`src/rtl/fib_seq_param.sv`:
```
`default_nettype none
// ============================================================================
// Module   : fib_seq_param
// Brief    : Iterative Fibonacci engine, parametrised width, overflow tag.
//            Define FIB_SATURATE_EN to clamp overflowed results to all-ones.
// Revision : 1.0
// ============================================================================
module fib_seq_param #(
    parameter int WIDTH   = 32,
    parameter int N_WIDTH = 8
) (
    input  logic               clk,
    input  logic               rst,
    input  logic               fib_ready,
    input  logic               fib_accept,
    input  logic [N_WIDTH-1:0] fib_in_n,
    output logic               fib_valid,
    output logic [WIDTH-1:0]   fib_out_0,
    output logic               fib_ovf,
    output logic               fib_busy
);

    localparam logic [1:0] c_IDLE = 2'd0;
    localparam logic [1:0] c_CALC = 2'd1;
    localparam logic [1:0] c_DONE = 2'd2;

    logic [1:0]         r_state, w_state_nxt;
    logic [WIDTH-1:0]   r_a, r_b, w_a_nxt, w_b_nxt;
    logic               r_a_ovf, r_b_ovf, w_a_ovf_nxt, w_b_ovf_nxt;
    logic [N_WIDTH-1:0] r_cnt, w_cnt_nxt;
    logic [WIDTH-1:0]   r_out, w_out_nxt;
    logic               r_ovf, w_ovf_nxt;
    logic               r_valid, w_valid_nxt;
    logic               r_busy, w_busy_nxt;
    logic [WIDTH:0]     w_sum;
    logic [WIDTH-1:0]   w_result;
    logic               w_start;

    assign w_sum = {1'b0, r_a} + {1'b0, r_b};

`ifdef FIB_SATURATE_EN
    assign w_result = r_a_ovf ? {WIDTH{1'b1}} : r_a;
`else
    assign w_result = r_a;
`endif

    // A start is taken from IDLE, or from DONE when the result is consumed at the same edge.
    assign w_start = fib_ready &&
                     ((r_state == c_IDLE) || ((r_state == c_DONE) && fib_accept));

    always_comb begin
        w_state_nxt = r_state;
        w_a_nxt     = r_a;
        w_b_nxt     = r_b;
        w_a_ovf_nxt = r_a_ovf;
        w_b_ovf_nxt = r_b_ovf;
        w_cnt_nxt   = r_cnt;
        w_out_nxt   = r_out;
        w_ovf_nxt   = r_ovf;
        w_valid_nxt = r_valid;
        w_busy_nxt  = r_busy;

        case (r_state)
            c_IDLE: begin
            end
            c_CALC: begin
                if (r_cnt == '0) begin
                    w_state_nxt = c_DONE;
                    w_out_nxt   = w_result;
                    w_ovf_nxt   = r_a_ovf;
                    w_valid_nxt = 1'b1;
                    w_busy_nxt  = 1'b0;
                end else begin
                    // Overflow only becomes visible once the wrapped value shifts into a.
                    w_a_nxt     = r_b;
                    w_b_nxt     = w_sum[WIDTH-1:0];
                    w_a_ovf_nxt = r_b_ovf;
                    w_b_ovf_nxt = w_sum[WIDTH] | r_a_ovf | r_b_ovf;
                    w_cnt_nxt   = r_cnt - N_WIDTH'(1);
                end
            end
            c_DONE: begin
                if (fib_accept) begin
                    w_valid_nxt = 1'b0;
                    w_state_nxt = c_IDLE;
                end
            end
            default: begin
                w_state_nxt = c_IDLE;
            end
        endcase

        if (w_start) begin
            w_state_nxt = c_CALC;
            w_cnt_nxt   = fib_in_n;
            w_a_nxt     = '0;
            w_b_nxt     = WIDTH'(1);
            w_a_ovf_nxt = 1'b0;
            w_b_ovf_nxt = 1'b0;
            w_busy_nxt  = 1'b1;
        end
    end

    always_ff @(posedge clk or posedge rst) begin
        if (rst) begin
            r_state <= c_IDLE;
        end else begin
            r_state <= w_state_nxt;
        end
    end

    always_ff @(posedge clk or posedge rst) begin
        if (rst) begin
            r_a     <= '0;
            r_b     <= WIDTH'(1);
            r_a_ovf <= 1'b0;
            r_b_ovf <= 1'b0;
            r_cnt   <= '0;
            r_out   <= '0;
            r_ovf   <= 1'b0;
            r_valid <= 1'b0;
            r_busy  <= 1'b0;
        end else begin
            r_a     <= w_a_nxt;
            r_b     <= w_b_nxt;
            r_a_ovf <= w_a_ovf_nxt;
            r_b_ovf <= w_b_ovf_nxt;
            r_cnt   <= w_cnt_nxt;
            r_out   <= w_out_nxt;
            r_ovf   <= w_ovf_nxt;
            r_valid <= w_valid_nxt;
            r_busy  <= w_busy_nxt;
        end
    end

    assign fib_valid = r_valid;
    assign fib_out_0 = r_out;
    assign fib_ovf   = r_ovf;
    assign fib_busy  = r_busy;

endmodule
`default_nettype wire

```
`config.mk`:
```
export PLATFORM = sky130hd
export DESIGN_NAME = fib_seq_param
export DESIGN_NICKNAME = d
export VERILOG_FILES = /design/src/rtl/fib_seq_param.sv
export SDC_FILE = /design/constraint.sdc
export NUM_CORES = 1
export LEC_CHECK = 0
export CORE_MARGIN = 5
export CORE_UTILIZATION = 51
export CTS_CLUSTER_DIAMETER = 200
export DETAILED_ROUTE_END_ITERATION = 10
export PLACE_DENSITY = 0.69
export SYNTH_ARGS = -nofsm -noshare
export SYNTH_HDL_FRONTEND = slang
export SYNTH_SLANG_ARGS = --single-unit
```
`constraint.sdc`:
```
create_clock -name clk -period 11.1 [get_ports clk]
set_clock_uncertainty 0.1 [all_clocks]
set_input_delay 1.665 -clock clk [delete_from_list [all_inputs] [get_ports clk]]
set_output_delay 1.665 -clock clk [all_outputs]
set_load 0.02 [all_outputs]
```
# == After elaboration in Yosys (flattened, before gate mapping) ==
# Cells that the tools add are included.
# totals
regBits,111
inputBits,12
output_inout_bits,35
word_cells,60
# classes
addsub,2
eq_ne,8
muxes,25
n_bitwise,2
n_reduce_logical,13
# op_table
op,n
two-way mux 32 bit,6
adder 32 x 32 -> 33 bit,1
two-way mux 8 bit,3
two-way mux 1 bit,11
zero test 8 bit,1
"inequality test 2 bit, second input constant",4
"subtractor 8 x 1 -> 8 bit, second input constant",1
two-way mux 2 bit,3
"inequality test 3 bit, second input constant",2
case mux 2 bit (3 select lines),1
AND reduction 2 bit,3
AND reduction 3 bit,2
nonzero test 2 bit,3
"equality test 2 x 1 -> 1 bit, second input constant",1
"equality test 2 bit, second input constant",1
logical AND 1 bit,2
zero test 2 bit,1
bitwise OR 1 bit,2
case mux 1 bit (2 select lines),1
logical OR 1 bit,1

# == Longest topological paths before layout ==
# depth
ltp_word,6
depth_mapped,9

# == Least setup slack after synthesis ==
# No wires, ideal clock.
# synth_path
path_type,input port to flip-flop
start,input fib_accept
end,register r_cnt[3]
arrival_time_ps,2738
t_required_ps,10874
setup_slack_ps,8136
stages,7
cell_sequence,nand2b_1 and3b_1 clkbuf_1 nor2_1 inv_1 o21ai_0 a221o_1
# synth_between
elab_chain_len,5
word_cells_on_any_way,7
# synth_lines
element,line_no,source
from (decl),15,"input logic fib_accept,"
logical AND 1 bit *,49,((r_state == c_IDLE) || ((r_state == c_DONE) && fib_accept));
logical OR 1 bit *,49,
logical AND 1 bit *,48,assign w_start = fib_ready &&
inequality test 2 bit (no line) or nonzero test 2 bit (tied branches),-,
AND reduction 2 bit (no line),-,
to (signal assigned),128,r_cnt <= w_cnt_nxt;
to (decl),30,"logic [N_WIDTH-1:0] r_cnt, w_cnt_nxt;"
# Every way passes the cells marked *; elsewhere a longest branch is shown, timed or not.
# A chain may end at the register's enable or synchronous reset.

# == Worst setup path in the final report ==
# Same ends and word-level chain as after synthesis.

==> results.yml <==
outcome:
  status: "complete, no violations"
synth:
  synth_mux_area_frac: 0.0629
  synth_top_family_by_area: "simple AND/OR/NAND/NOR gates"
  ys_top_cells_by_count: "113 x nand2_1, 110 x dfrtp_1, 64 x nand3_1, 52 x o21ai_0, 39 x a21oi_1"
  synthSimpleGateAreaFrac: 0.185
  ys_types: 56
  synth_top_area_cell: "dfrtp_1"
  syn-cell-area_mm2: 0.00607
  syn_area_per_cell_um2: 9.45
  synth_nets: 689
  ys_warn_count: 0
  synthXorXnorAreaFrac: 0.0390
  yosysMostFrequentCell: "nand2_1"
  synth_edf_count: 0
  syn_inst: 642
  synth_compound_area_frac: 0.150
  synth_top_area_share: 0.454
  synthTopCellsByArea: "dfrtp_1 45%, ha_1 7.0%, nand2_1 7.0%"
  synthFlopType: "dfrtp_1"
  ys_seq_area_frac: 0.458
  synth-seq-cells: 111
  synth_fa_ha_area_frac: 0.0734
  synthArstFlopShare: 1.00
grt:
  first_global_vias: 4636
  grt_max_degree: 76
  grt_pass1_wl_um: 22900
  antenna_found_initial: 0
  track_usage: 0.195
  overflow: 0
route:
  drt_first_iter_violations: 295
  wl_um: 13100
  vias: 4793
  avgViaCountPerCell: 5.85
  drtAntennaViolNets: 0
  drc: 0
  routedWlPerCell_um: 16.0
  first_pass_iters: 5
clock_network:
  clockBufferDepth: 2
  tritoncts: "built"
  cts_resized: 0
  clockRootBuffer: "clkbuf_16"
  h-tree-depth: 3
  ctsHoldBuffers: 0
  cts.sinks: 111
  clk_pin_slew_ns: 0.07
  worstSkewPairLatency_ns: 0.35
  cts_buffers: 9
  post-cts-setup-buffers: 0
place:
  gp_congestion: 0.955
  io_buffers: 46
  place_ws_ns: 7.02
  hpwlAfterDp_um: 9120
sta:
  slew_headroom: 0.311
  tightest_slew_ns: 1.03
  rsz0062_at_grt: "no"
  fin_crit_ns: 3.71
  report.final.setup_viol: 0
  fin_crit_sh: 0.335
  fmax_ghz: 0.269
  fin_tns_setup_ns: 0
  timing.final.ws_setup_ns: 7.39
  drv_slew: 0
  final-hold-violation-count: 0
floorplanning:
  die_h_um: 119
  dieArea_mm2: 0.0142
  initial_core_util: 0.525
  core_area_mm2: 0.0116
  ios: 47
  die_w_um: 119
  rows: 39
layout:
  nets: 719
  n_fill_cell: 1005
  diodes: 0
  drive_gt1_frac: 0.0842
  seq_area_mm2: 0.00278
  multi_input_area_mm2: 0.00310
  syn_to_final_growth_pct: 12.9
setup_path:
  crit_required_ns: 11.29
  crit_arrival_ns: 3.91
  end_kind: "register"
  startpoint_type: "input pin"
  crit_type: "in -> reg"
  critPathMaxFanout: 12
power_and_ir_drop:
  p_per_area_mw_per_mm2: 280
  ir_worst_vdd_v: 0.000178
  leakage_nw: 3.21
worst_hold_path:
  hold_class: "reg -> reg"
run:
  max_cap_viol_count: 0
==> cells in the final DEF, fill, tap and decap left out, types with 6 or more instances in the layout <==
| cell | Yosys | routed |
|---|---|---|
| a21o_1 | 9 | 9 |
| xnor2_1 | 16 | 16 |
| nand2_1 | 113 | 113 |
| nor2_1 | 24 | 23 |
| dfrtp_1 | 110 | 110 |
| clkbuf_16 | 0 | 9 |
| nand3_1 | 64 | 64 |
| o21ai_0 | 52 | 52 |
| nand4_1 | 8 | 8 |
| xor2_1 | 11 | 11 |
| inv_1 | 11 | 10 |
| a21oi_1 | 39 | 39 |
| o211ai_1 | 8 | 8 |
| nor3_1 | 11 | 11 |
| clkdlybuf4s50_1 | 0 | 46 |
| mux2_2 | 33 | 33 |
| ha_1 | 34 | 34 |
| o21bai_1 | 6 | 6 |
==> flip-flops by register name, indices dropped and copies added (netlist names) <==
| name | flops |
|---|---|
| r_a_ovf | 1 |
| fib_busy | 1 |
| r_a | 32 |
| r_state | 2 |
| r_b_ovf | 1 |
| fib_ovf | 1 |
| fib_out_0 | 32 |
| fib_valid | 1 |
| r_cnt | 8 |
| r_b | 32 |
==> logic make-up (layout without fill, tap and decap cells) <==
group | count (synthesis) | after routing
xor gates and xnor gates | 27 | 27
muxes | 34 | 34
AOI/OAI and AO/OA | 149 | 149
DFF | 111 | 111
buffers and inverters | 42 | 77
and+or+nand+nor | 244 | 244
adders and majority gates | 35 | 35
==> per-layer routing <==
layer | track usage | vias up | share of wire
met2 | 0.303 | 103 | 0.44
li1 | - | 2364 | -
met1 | 0.278 | 2312 | 0.50
met4 | 0.0688 | 0 | 0.015
met5 | 0 | - | 0
met3 | 0.0318 | 14 | 0.044
==> per-stage QoR <==
stage | power (mW) | hold WS (ns) | instances | util | cell area [um^2]
final | 1.92 | 0.387 | 820 | 0.592 | 6850
after global routing | 2.08 | 0.412 | 820 | 0.592 | 6850
after CTS | 1.92 | 0.386 | 820 | 0.592 | 6850
after detailed placement | 1.62 | 0.369 | 804 | 0.570 | 6590
after global placement | 1.59 | 0.344 | 804 | 0.570 | 6590
after floorplan | 1.37 | 0.339 | 642 | - | 6070
==> final cells by class <==
class                      count  area share
clock buffer                  12      0.0345
clock inverter                 4     0.00329
inverter                      11     0.00639
multi-input combinational    489       0.452
sequential                   111       0.406
tap                          143      0.0261
timing repair buffer          50      0.0716
==> critical path, stage by stage <==
cell and delay (ns):
clkdlybuf4s50_1 0.41, nand2b_1 0.17, and3b_1 0.31, nor2_1 0.81, inv_1 0.23, o21ai_0 0.15, a221o_1 0.16
==> power by group <==
part | internal, mW | switching (mW) | leakage (nW) | total [mW]
registers | 0.565 | 0.123 | 1.48 | 0.688
clock network | 0.152 | 0.144 | 0.126 | 0.296
logic | 0.367 | 0.565 | 1.61 | 0.932
total | 1.08 | 0.832 | 3.21 | 1.92
==> path summary, 6_finish.rpt <==
| kind | from | to | slack (ns) | cells after the start |
|---|---|---|---|---|
| setup / recovery | fib_accept | r_cnt[3]$_DFFE_PP0P_ | 7.39 | 7 |
| hold / removal | r_b_ovf$_DFFE_PP0P_ | r_a_ovf$_DFFE_PP0P_ | 0.39 | 2 |
| setup reg to reg | r_cnt[3]$_DFFE_PP0P_ | r_cnt[3]$_DFFE_PP0P_ | 7.94 | 6 |
| hold reg to reg | r_b_ovf$_DFFE_PP0P_ | r_a_ovf$_DFFE_PP0P_ | 0.39 | 2 |
| max in group asynchronous | rst | r_b[20]$_DFFE_PP0P_ | 8.01 | 3 |
| min in group asynchronous | rst | fib_out_0[5]$_DFFE_PP0P_ | 1.65 | 2 |
Power figures use the tool's default switching activity.
